$ cat src/rtl/philv_pkg.sv
// Shared definitions for the philv instruction-fetch slice.
// Contents:
//   fetch_state_e : fetch FSM state encoding (IDLE, RUN, FLUSH)
//   PC_STEP       : byte increment between consecutive fetch addresses
package philv_pkg;

    typedef enum logic [1:0] {
        ST_IDLE  = 2'd0,
        ST_RUN   = 2'd1,
        ST_FLUSH = 2'd2
    } fetch_state_e;

    localparam int unsigned PC_STEP = 32'd4;

endpackage

$ cat src/rtl/philv_fetch_unit_if.sv
// Bus bundle between the fetch unit, instruction memory, execute (redirect)
// and decode.
// Signals:
//   imem_req_valid/ready/addr : fetch request handshake towards memory
//   imem_rsp_valid/data       : in-order memory responses, always accepted
//   redirect_valid/pc         : branch/jump target from execute
//   instr_valid/ready/data/pc : instruction handshake towards decode
// Modports: master = fetch unit side, slave = environment side.
interface philv_fetch_unit_if #(
    parameter int XLEN = 32
) ();
    logic            imem_req_valid;
    logic            imem_req_ready;
    logic [XLEN-1:0] imem_req_addr;
    logic            imem_rsp_valid;
    logic [XLEN-1:0] imem_rsp_data;
    logic            redirect_valid;
    logic [XLEN-1:0] redirect_pc;
    logic            instr_valid;
    logic            instr_ready;
    logic [XLEN-1:0] instr_data;
    logic [XLEN-1:0] instr_pc;

    modport master (
        output imem_req_valid, imem_req_addr, instr_valid, instr_data, instr_pc,
        input  imem_req_ready, imem_rsp_valid, imem_rsp_data,
               redirect_valid, redirect_pc, instr_ready
    );

    modport slave (
        input  imem_req_valid, imem_req_addr, instr_valid, instr_data, instr_pc,
        output imem_req_ready, imem_rsp_valid, imem_rsp_data,
               redirect_valid, redirect_pc, instr_ready
    );
endinterface

$ cat src/rtl/philv_fifo.sv
// Prefetch buffer: DEPTH-entry circular FIFO with a registered storage array.
// Ports:
//   clk, rst_n        : clock, asynchronous active-low reset
//   flush             : synchronous empty; wins over push and pop
//   push, push_data   : write one entry (ignored when full)
//   pop               : drop the head entry (ignored when empty)
//   pop_data          : current head entry
//   empty, count      : occupancy status
module philv_fifo #(
    parameter int WIDTH = 64,
    parameter int DEPTH = 4
) (
    input  logic                     clk,
    input  logic                     rst_n,
    input  logic                     flush,
    input  logic                     push,
    input  logic [WIDTH-1:0]         push_data,
    input  logic                     pop,
    output logic [WIDTH-1:0]         pop_data,
    output logic                     empty,
    output logic [$clog2(DEPTH):0]   count
);
    localparam int AW = $clog2(DEPTH);
    localparam int CW = AW + 1;

    logic [WIDTH-1:0] mem_r [DEPTH];
    logic [AW-1:0]    wr_ptr_r;
    logic [AW-1:0]    rd_ptr_r;
    logic [CW-1:0]    count_r;
    logic             push_ok_s;
    logic             pop_ok_s;

    // Qualify push/pop against occupancy; a flush suppresses both.
    always_comb begin
        push_ok_s = 1'b0;
        pop_ok_s  = 1'b0;
        if (flush) begin
            push_ok_s = 1'b0;
            pop_ok_s  = 1'b0;
        end else begin
            push_ok_s = push && (count_r != CW'(DEPTH));
            pop_ok_s  = pop && (count_r != {CW{1'b0}});
        end
    end

    // Storage, pointers and occupancy counter.
    always_ff @(posedge clk or negedge rst_n) begin
        if (!rst_n) begin
            for (int i = 0; i < DEPTH; i++) begin
                mem_r[i] <= {WIDTH{1'b0}};
            end
            wr_ptr_r <= {AW{1'b0}};
            rd_ptr_r <= {AW{1'b0}};
            count_r  <= {CW{1'b0}};
        end else if (flush) begin
            wr_ptr_r <= {AW{1'b0}};
            rd_ptr_r <= {AW{1'b0}};
            count_r  <= {CW{1'b0}};
        end else begin
            if (push_ok_s) begin
                mem_r[wr_ptr_r] <= push_data;
                wr_ptr_r        <= wr_ptr_r + AW'(1);
            end
            if (pop_ok_s) begin
                rd_ptr_r <= rd_ptr_r + AW'(1);
            end
            case ({push_ok_s, pop_ok_s})
                2'b10:   count_r <= count_r + CW'(1);
                2'b01:   count_r <= count_r - CW'(1);
                default: count_r <= count_r;
            endcase
        end
    end

    assign pop_data = mem_r[rd_ptr_r];
    assign empty    = (count_r == {CW{1'b0}});
    assign count    = count_r;

endmodule

$ cat src/rtl/philv_fetch_unit.sv
// Instruction fetch unit: issues sequential fetch requests, tracks requests
// in flight, buffers in-order responses with their PCs and hands them to
// decode. A redirect empties the buffer and discards the responses of every
// request still in flight before the new stream is accepted.
// Ports:
//   clk, rstb : clock, asynchronous active-low reset
//   bus       : philv_fetch_unit_if.master (memory, redirect, decode)
//   perf_fetched, perf_stall : only with PHILV_FETCH_PERF_EN defined;
//              saturating counts of accepted requests and of RUN/FLUSH
//              cycles without a valid instruction.
module philv_fetch_unit
    import philv_pkg::*;
#(
    parameter int              XLEN     = 32,
    parameter int              DEPTH    = 4,
    parameter logic [XLEN-1:0] RESET_PC = 32'h0000_0000
) (
    input  logic                    clk,
    input  logic                    rstb,
    philv_fetch_unit_if.master      bus
`ifdef PHILV_FETCH_PERF_EN
    ,
    output logic [31:0]             perf_fetched,
    output logic [31:0]             perf_stall
`endif
);
    localparam int              CW   = $clog2(DEPTH) + 1;
    localparam logic [XLEN-1:0] STEP = XLEN'(PC_STEP);

    fetch_state_e    state_r;
    logic [XLEN-1:0] fetch_pc_r;
    logic [XLEN-1:0] rsp_pc_r;
    logic [CW-1:0]   outstanding_r;
    logic [CW-1:0]   discard_r;

    logic [CW:0]       credit_used_s;
    logic              req_valid_s;
    logic              req_fire_s;
    logic              rsp_take_s;
    logic              fifo_push_s;
    logic              fifo_pop_s;
    logic              fifo_flush_s;
    logic              fifo_empty_s;
    logic [CW-1:0]     fifo_count_s;
    logic [2*XLEN-1:0] fifo_rdata_s;
    logic [CW-1:0]     outstanding_nxt_s;

    // Handshake qualification and credit check. Outstanding requests plus
    // buffered entries never exceed DEPTH, so every response has a slot.
    always_comb begin
        credit_used_s = {1'b0, outstanding_r} + {1'b0, fifo_count_s};
        req_valid_s   = (state_r == ST_RUN) && !bus.redirect_valid
                        && (credit_used_s < (CW+1)'(DEPTH));
        req_fire_s    = req_valid_s && bus.imem_req_ready;
        // Responses outside a tracked request (e.g. left over from before a
        // reset) are ignored.
        rsp_take_s    = bus.imem_rsp_valid && (state_r != ST_IDLE)
                        && (outstanding_r != {CW{1'b0}});
        fifo_push_s   = rsp_take_s && (state_r == ST_RUN) && !bus.redirect_valid;
        fifo_pop_s    = !fifo_empty_s && bus.instr_ready;
        fifo_flush_s  = bus.redirect_valid && (state_r != ST_IDLE);
    end

    // Outstanding count after this cycle's accept and response.
    always_comb begin
        outstanding_nxt_s = outstanding_r;
        if (req_fire_s && !rsp_take_s) begin
            outstanding_nxt_s = outstanding_r + CW'(1);
        end else if (!req_fire_s && rsp_take_s) begin
            outstanding_nxt_s = outstanding_r - CW'(1);
        end else begin
            outstanding_nxt_s = outstanding_r;
        end
    end

    // Fetch FSM with PC, in-flight and discard bookkeeping.
    always_ff @(posedge clk or negedge rstb) begin
        if (!rstb) begin
            state_r       <= ST_IDLE;
            fetch_pc_r    <= RESET_PC;
            rsp_pc_r      <= RESET_PC;
            outstanding_r <= {CW{1'b0}};
            discard_r     <= {CW{1'b0}};
        end else begin
            outstanding_r <= outstanding_nxt_s;
            case (state_r)
                ST_IDLE: begin
                    state_r <= ST_RUN;
                end
                ST_RUN, ST_FLUSH: begin
                    if (bus.redirect_valid) begin
                        // Everything still in flight belongs to the old stream.
                        fetch_pc_r <= bus.redirect_pc;
                        rsp_pc_r   <= bus.redirect_pc;
                        discard_r  <= outstanding_nxt_s;
                        state_r    <= (outstanding_nxt_s != {CW{1'b0}}) ? ST_FLUSH : ST_RUN;
                    end else if (state_r == ST_RUN) begin
                        if (req_fire_s) begin
                            fetch_pc_r <= fetch_pc_r + STEP;
                        end
                        if (fifo_push_s) begin
                            rsp_pc_r <= rsp_pc_r + STEP;
                        end
                    end else if (rsp_take_s) begin
                        discard_r <= discard_r - CW'(1);
                        if (discard_r == CW'(1)) begin
                            state_r <= ST_RUN;
                        end
                    end
                end
                default: begin
                    state_r <= ST_IDLE;
                end
            endcase
        end
    end

    philv_fifo #(
        .WIDTH (2*XLEN),
        .DEPTH (DEPTH)
    ) u_fifo (
        .clk       (clk),
        .rst_n     (rstb),
        .flush     (fifo_flush_s),
        .push      (fifo_push_s),
        .push_data ({rsp_pc_r, bus.imem_rsp_data}),
        .pop       (fifo_pop_s),
        .pop_data  (fifo_rdata_s),
        .empty     (fifo_empty_s),
        .count     (fifo_count_s)
    );

    assign bus.imem_req_valid = req_valid_s;
    assign bus.imem_req_addr  = fetch_pc_r;
    assign bus.instr_valid    = !fifo_empty_s;
    assign bus.instr_data     = fifo_rdata_s[XLEN-1:0];
    assign bus.instr_pc       = fifo_rdata_s[2*XLEN-1:XLEN];

`ifdef PHILV_FETCH_PERF_EN
    // Saturating performance counters.
    always_ff @(posedge clk or negedge rstb) begin
        if (!rstb) begin
            perf_fetched <= 32'd0;
            perf_stall   <= 32'd0;
        end else begin
            if (req_fire_s && (perf_fetched != 32'hFFFF_FFFF)) begin
                perf_fetched <= perf_fetched + 32'd1;
            end
            if ((state_r != ST_IDLE) && fifo_empty_s && (perf_stall != 32'hFFFF_FFFF)) begin
                perf_stall <= perf_stall + 32'd1;
            end
        end
    end
`endif

endmodule

$ cat src/flat_wrapper.sv
// flat-port wrapper written by rule: the top's interface ports become plain ports
module philv_fetch_unit_flat import philv_pkg::*;
#(
    parameter int              XLEN     = 32,
    parameter int              DEPTH    = 4,
    parameter logic [XLEN-1:0] RESET_PC = 32'h0000_0000
)
  (clk, rstb, bus_imem_req_valid, bus_imem_req_addr, bus_instr_valid, bus_instr_data, bus_instr_pc, bus_imem_req_ready, bus_imem_rsp_valid, bus_imem_rsp_data, bus_redirect_valid, bus_redirect_pc, bus_instr_ready);
  philv_fetch_unit_if #(.XLEN(XLEN)) bus_i ();
  input  logic clk;
  input  logic rstb;
  output wire logic [$bits(bus_i.imem_req_valid)-1:0] bus_imem_req_valid;
  output wire logic [$bits(bus_i.imem_req_addr)-1:0] bus_imem_req_addr;
  output wire logic [$bits(bus_i.instr_valid)-1:0] bus_instr_valid;
  output wire logic [$bits(bus_i.instr_data)-1:0] bus_instr_data;
  output wire logic [$bits(bus_i.instr_pc)-1:0] bus_instr_pc;
  input wire logic [$bits(bus_i.imem_req_ready)-1:0] bus_imem_req_ready;
  input wire logic [$bits(bus_i.imem_rsp_valid)-1:0] bus_imem_rsp_valid;
  input wire logic [$bits(bus_i.imem_rsp_data)-1:0] bus_imem_rsp_data;
  input wire logic [$bits(bus_i.redirect_valid)-1:0] bus_redirect_valid;
  input wire logic [$bits(bus_i.redirect_pc)-1:0] bus_redirect_pc;
  input wire logic [$bits(bus_i.instr_ready)-1:0] bus_instr_ready;
  assign bus_imem_req_valid = bus_i.imem_req_valid;
  assign bus_imem_req_addr = bus_i.imem_req_addr;
  assign bus_instr_valid = bus_i.instr_valid;
  assign bus_instr_data = bus_i.instr_data;
  assign bus_instr_pc = bus_i.instr_pc;
  assign bus_i.imem_req_ready = bus_imem_req_ready;
  assign bus_i.imem_rsp_valid = bus_imem_rsp_valid;
  assign bus_i.imem_rsp_data = bus_imem_rsp_data;
  assign bus_i.redirect_valid = bus_redirect_valid;
  assign bus_i.redirect_pc = bus_redirect_pc;
  assign bus_i.instr_ready = bus_instr_ready;
  philv_fetch_unit #(.XLEN(XLEN), .DEPTH(DEPTH), .RESET_PC(RESET_PC)) u_core (.clk(clk), .rstb(rstb), .bus(bus_i));
endmodule
$ cat config.mk
export PLATFORM = sky130hd
export DESIGN_NAME = philv_fetch_unit_flat
export DESIGN_NICKNAME = d
export VERILOG_FILES = /design/src/rtl/philv_pkg.sv /design/src/rtl/philv_fetch_unit_if.sv /design/src/rtl/philv_fifo.sv /design/src/rtl/philv_fetch_unit.sv /design/src/flat_wrapper.sv
export SDC_FILE = /design/constraint.sdc
export NUM_CORES = 1
export LEC_CHECK = 0
export BUFFER_PORTS_ARGS = -buffer_cell sky130_fd_sc_hd__buf_4
export CORE_ASPECT_RATIO = 1.75
export CORE_MARGIN = 2
export CORE_UTILIZATION = 57
export CTS_BUF_LIST = sky130_fd_sc_hd__clkbuf_16
export DETAILED_ROUTE_END_ITERATION = 8
export MAX_ROUTING_LAYER = met4
export PLACE_DENSITY = 0.84
export SYNTH_ARGS = -nofsm -noshare
export SYNTH_HDL_FRONTEND = slang
export SYNTH_SLANG_ARGS = --single-unit
$ cat constraint.sdc
create_clock -name clk -period 4.69 [get_ports clk]
set_clock_uncertainty 0.2 [all_clocks]
set_input_delay 0.469 -clock clk [delete_from_list [all_inputs] [get_ports clk]]
set_output_delay 0.469 -clock clk [all_outputs]
set_load 0.01 [all_outputs]
==> flow_summary.ini <==
[synth]
yosysSeqAreaShare_pct = 51.5
syn_inst = 1244
async_flop_share_pct = 100
synth_top_area_share_pct = 51.5
synth-edff-count = 0
ys.warnings.count = 0
synth_seq_cells = 335
synth_nets = 1332
syn_area_um2 = 16300
synthFlopType = dfrtp_1
yosysUniqueCellTypes = 65
netlist.top_cell.by_area = dfrtp_1
avgSynthCellArea_um2 = 13.1
ys_top_cells_by_area = dfrtp_1 51%, mux2_2 18%, mux4_2 8.8%

[power]
seqPwrFrac_pct = 41.3
powerDensity_nw_per_um2 = 567
p_int_mw = 7.14
clock_power_share_pct = 22.2
cellLeakagePower_nw = 8.99
p_sw_mw = 3.82
vdd_drop_max_mv = 0.393
combPwrFrac_pct = 36.4
swShare_pct = 34.8

[status]
status = finished, final reports clean

[worst_setup_path]
critPathKind = reg2reg
worst_setup_path_end_kind = register
crit_required_ns = 4.98
crit_chain = inv_1, ha_1, ha_1, or3b_2, a211oi_4, inv_1, ha_1, fa_1, xnor2_1, or3_1, a21oi_1
worstPathBufferInverterCount = 2
cpMostUsedCell = ha_1
cp_slowest_cell = or3b_2
cp_max_fo = 8
startpoint_type = register
path_delay_family = adder cells
cp.arrival_ns = 3.80
slowest_delay_ns = 0.53

[global_routing]
grt_overflow = 0
grt_antenna_before_repair = 0
grt_max_degree = 108
grt_pass1_wl_mm = 62.0
grt_pass1_vias = 11800
track_usage_pct = 26.6

[sta]
fmax_mhz = 285
final-max-slew-violation-count = 0
tightest_slew_ns = 1.10
setup_tns_ns = 0
hold_ws_ns = 0.0102
rsz0062_at_grt = no
relSlewSlack_pct = 26.9
finalCriticalPeriod_ns = 3.51
fin_crit_sh_pct = 74.9
finalHoldViolCount = 0
setup_violations = 0

[placement]
gp_congestion = 0.906
hpwlAfterDp_mm = 24.0
dpl.cell_count = 1711
io_buffers = 167

[layout]
fin_nets = 1520
multi_input_area_um2 = 7300
n_antenna_cell = 0
final_cells = 1825
postLayoutCoreUtil_pct = 68.8
seq_area_um2 = 8390
n_fill_cell = 1898
layout-drive-gt1-share_pct = 38.8
area_growth_pct = 18.5

[detailed_routing]
drtIter0Drc = 701
drc_errors = 0
drtAntennaViolNets = 0
totalWireLength_mm = 38.4
vias_per_cell = 6.14
drtPass1Iterations = 5
wire_per_inst_um = 21.0
num_vias = 11200

[floorplanning]
ios = 168
die_area_um2 = 30000
die_x_um = 132
start_util_pct = 58.0
die_y_um = 228
fp.coreArea_um2 = 28100
rows = 81

[clock_tree]
numCtsBuffers = 31
cts_root_buf = clkbuf_16
clockBufferDepth = 3
clk_latency_ns = 0.57
h-tree-depth = 1
cts_tree = built
cts_sinks = 335
cts_setup_buffers = 0
cts.clk_slew.worst_paths_ns = 0.07

[job]
maxCapViolCount = 0

[worst_hold_path]
hold_path_class = in2reg
[cell usage in the layout (no fill, tap or decap), types with 5 or more instances in the layout]
cell type,count
and4_1,8
buf_12,8
o211ai_1,6
a21oi_1,42
o21ai_0,49
nand3_1,27
mux4_2,64
clkinv_1,5
mux2i_1,25
mux2_2,256
and3_1,19
a22oi_1,25
nand2_1,55
dfrtp_1,333
o22ai_1,18
nand4_1,17
nor4_1,16
nor2_1,45
dlygate4sd3_1,61
inv_1,30
ha_1,17
clkbuf_16,31
buf_4,176
nor3_1,17
or3_1,10
[synthesized netlist by cell type, types with 24 or more instances]
| cell | n |
|---|---|
| a21oi_1 | 42 |
| nand2_1 | 55 |
| a22oi_1 | 25 |
| dfrtp_1 | 335 |
| o21ai_0 | 50 |
| mux2_2 | 256 |
| mux4_2 | 64 |
| clkbuf_1 | 56 |
| nand3_1 | 27 |
| mux2i_1 | 25 |
| nor2_1 | 46 |
| buf_6 | 24 |
[routing by layer]
metal	wire, µm	up-vias	share of wire, %	track usage (%)
met3	1710	64	4.5	2.53
li1	-	5013	-	-
met5	0	-	0	-
met2	20600	371	54	47.5
met1	14900	5756	39	31.4
met4	1180	0	3.1	10.2
[power groups by stage]
stage	Sequential (mW)	Clock, mW	Combinational (mW)
floorplan	4.15	0	2.70
global placement	4.47	0	3.83
detailed placement	4.54	0	3.95
CTS	4.50	2.48	4.01
global route	4.65	2.59	4.31
finish	4.53	2.43	3.99
[final timing paths]
check	from	end	slack, ns	depth (start not counted)
worst max-delay path	u_core.outstanding_r[0]$_DFF_PN0_	u_core.u_fifo.count[2]$_DFFE_PN0P_	1.18	11
worst min-delay path	bus_redirect_pc[2]	u_core.rsp_pc_r[2]$_DFFE_PN0P_	0.01	3
worst max register to register	u_core.outstanding_r[0]$_DFF_PN0_	u_core.u_fifo.count[2]$_DFFE_PN0P_	1.18	11
worst min register to register	u_core.bus.imem_req_addr[0]$_DFFE_PN0P_	u_core.bus.imem_req_addr[0]$_DFFE_PN0P_	0.28	2
max in group asynchronous	rstb	u_core.u_fifo.mem_r[142]$_DFFE_PN0P_	2.94	3
min in group asynchronous	rstb	u_core.outstanding_r[2]$_DFF_PN0_	0.28	2
[cells by family after synthesis]
logic type | Yosys count | share of synthesized area (%)
buffers and inverters | 114 | 3.77
adder cells (fa/ha/maj) | 18 | 1.43
flip-flops | 335 | 51.5
AO/OA/AOI/OAI | 184 | 7.22
multiplexers | 345 | 28.1
AND/OR/NAND/NOR | 241 | 7.66
XOR/XNOR | 7 | 0.376
[registers in the layout, summed over array words and instances (netlist names)]
| register | count |
|---|---|
| u_core.state_r | 2 |
| u_core.u_fifo.count | 3 |
| u_core.u_fifo.rd_ptr_r | 2 |
| u_core.u_fifo.mem_r | 256 |
| u_core.discard_r | 3 |
| u_core.outstanding_r | 3 |
| u_core.bus.imem_req_addr | 32 |
| u_core.rsp_pc_r | 32 |
| u_core.u_fifo.wr_ptr_r | 2 |
[cell type report]
cell class	count	area share [%]
Multi-Input combinational cell	795	37.8
Timing Repair Buffer	246	10.9
Clock buffer	31	4.02
Inverter	23	0.447
Sequential cell	335	43.5
Tap cell	373	2.42
Clock inverter	22	0.946
[per-stage QoR]
| step | area [µm²] | total power [mW] | worst slack, ns |
|---|---|---|---|
| 2_1_floorplan | 16300 | 6.85 | 1.42 |
| 3_3_place_gp | 17700 | 8.30 | 1.25 |
| 3_5_place_dp | 17700 | 8.49 | 1.22 |
| 4_1_cts | 19300 | 11.0 | 1.17 |
| 5_1_grt | 19300 | 11.6 | 0.999 |
| 6_report | 19300 | 11.0 | 1.18 |
[worst min-delay path: cells and delay by family]
| family | cells | cell delay [ns] |
|---|---|---|
| compound gates | 2 | 0.19 |
| buf+inv | 1 | 0.08 |
[repair_timing]
action                                 in CTS  in global routing
setup endpoints to repair                   0                  0
hold buffers                               61                  0
endpoints found under the hold margin     248                  0
gates resized for setup                     0                  0
(Power assumes the default switching activity.)
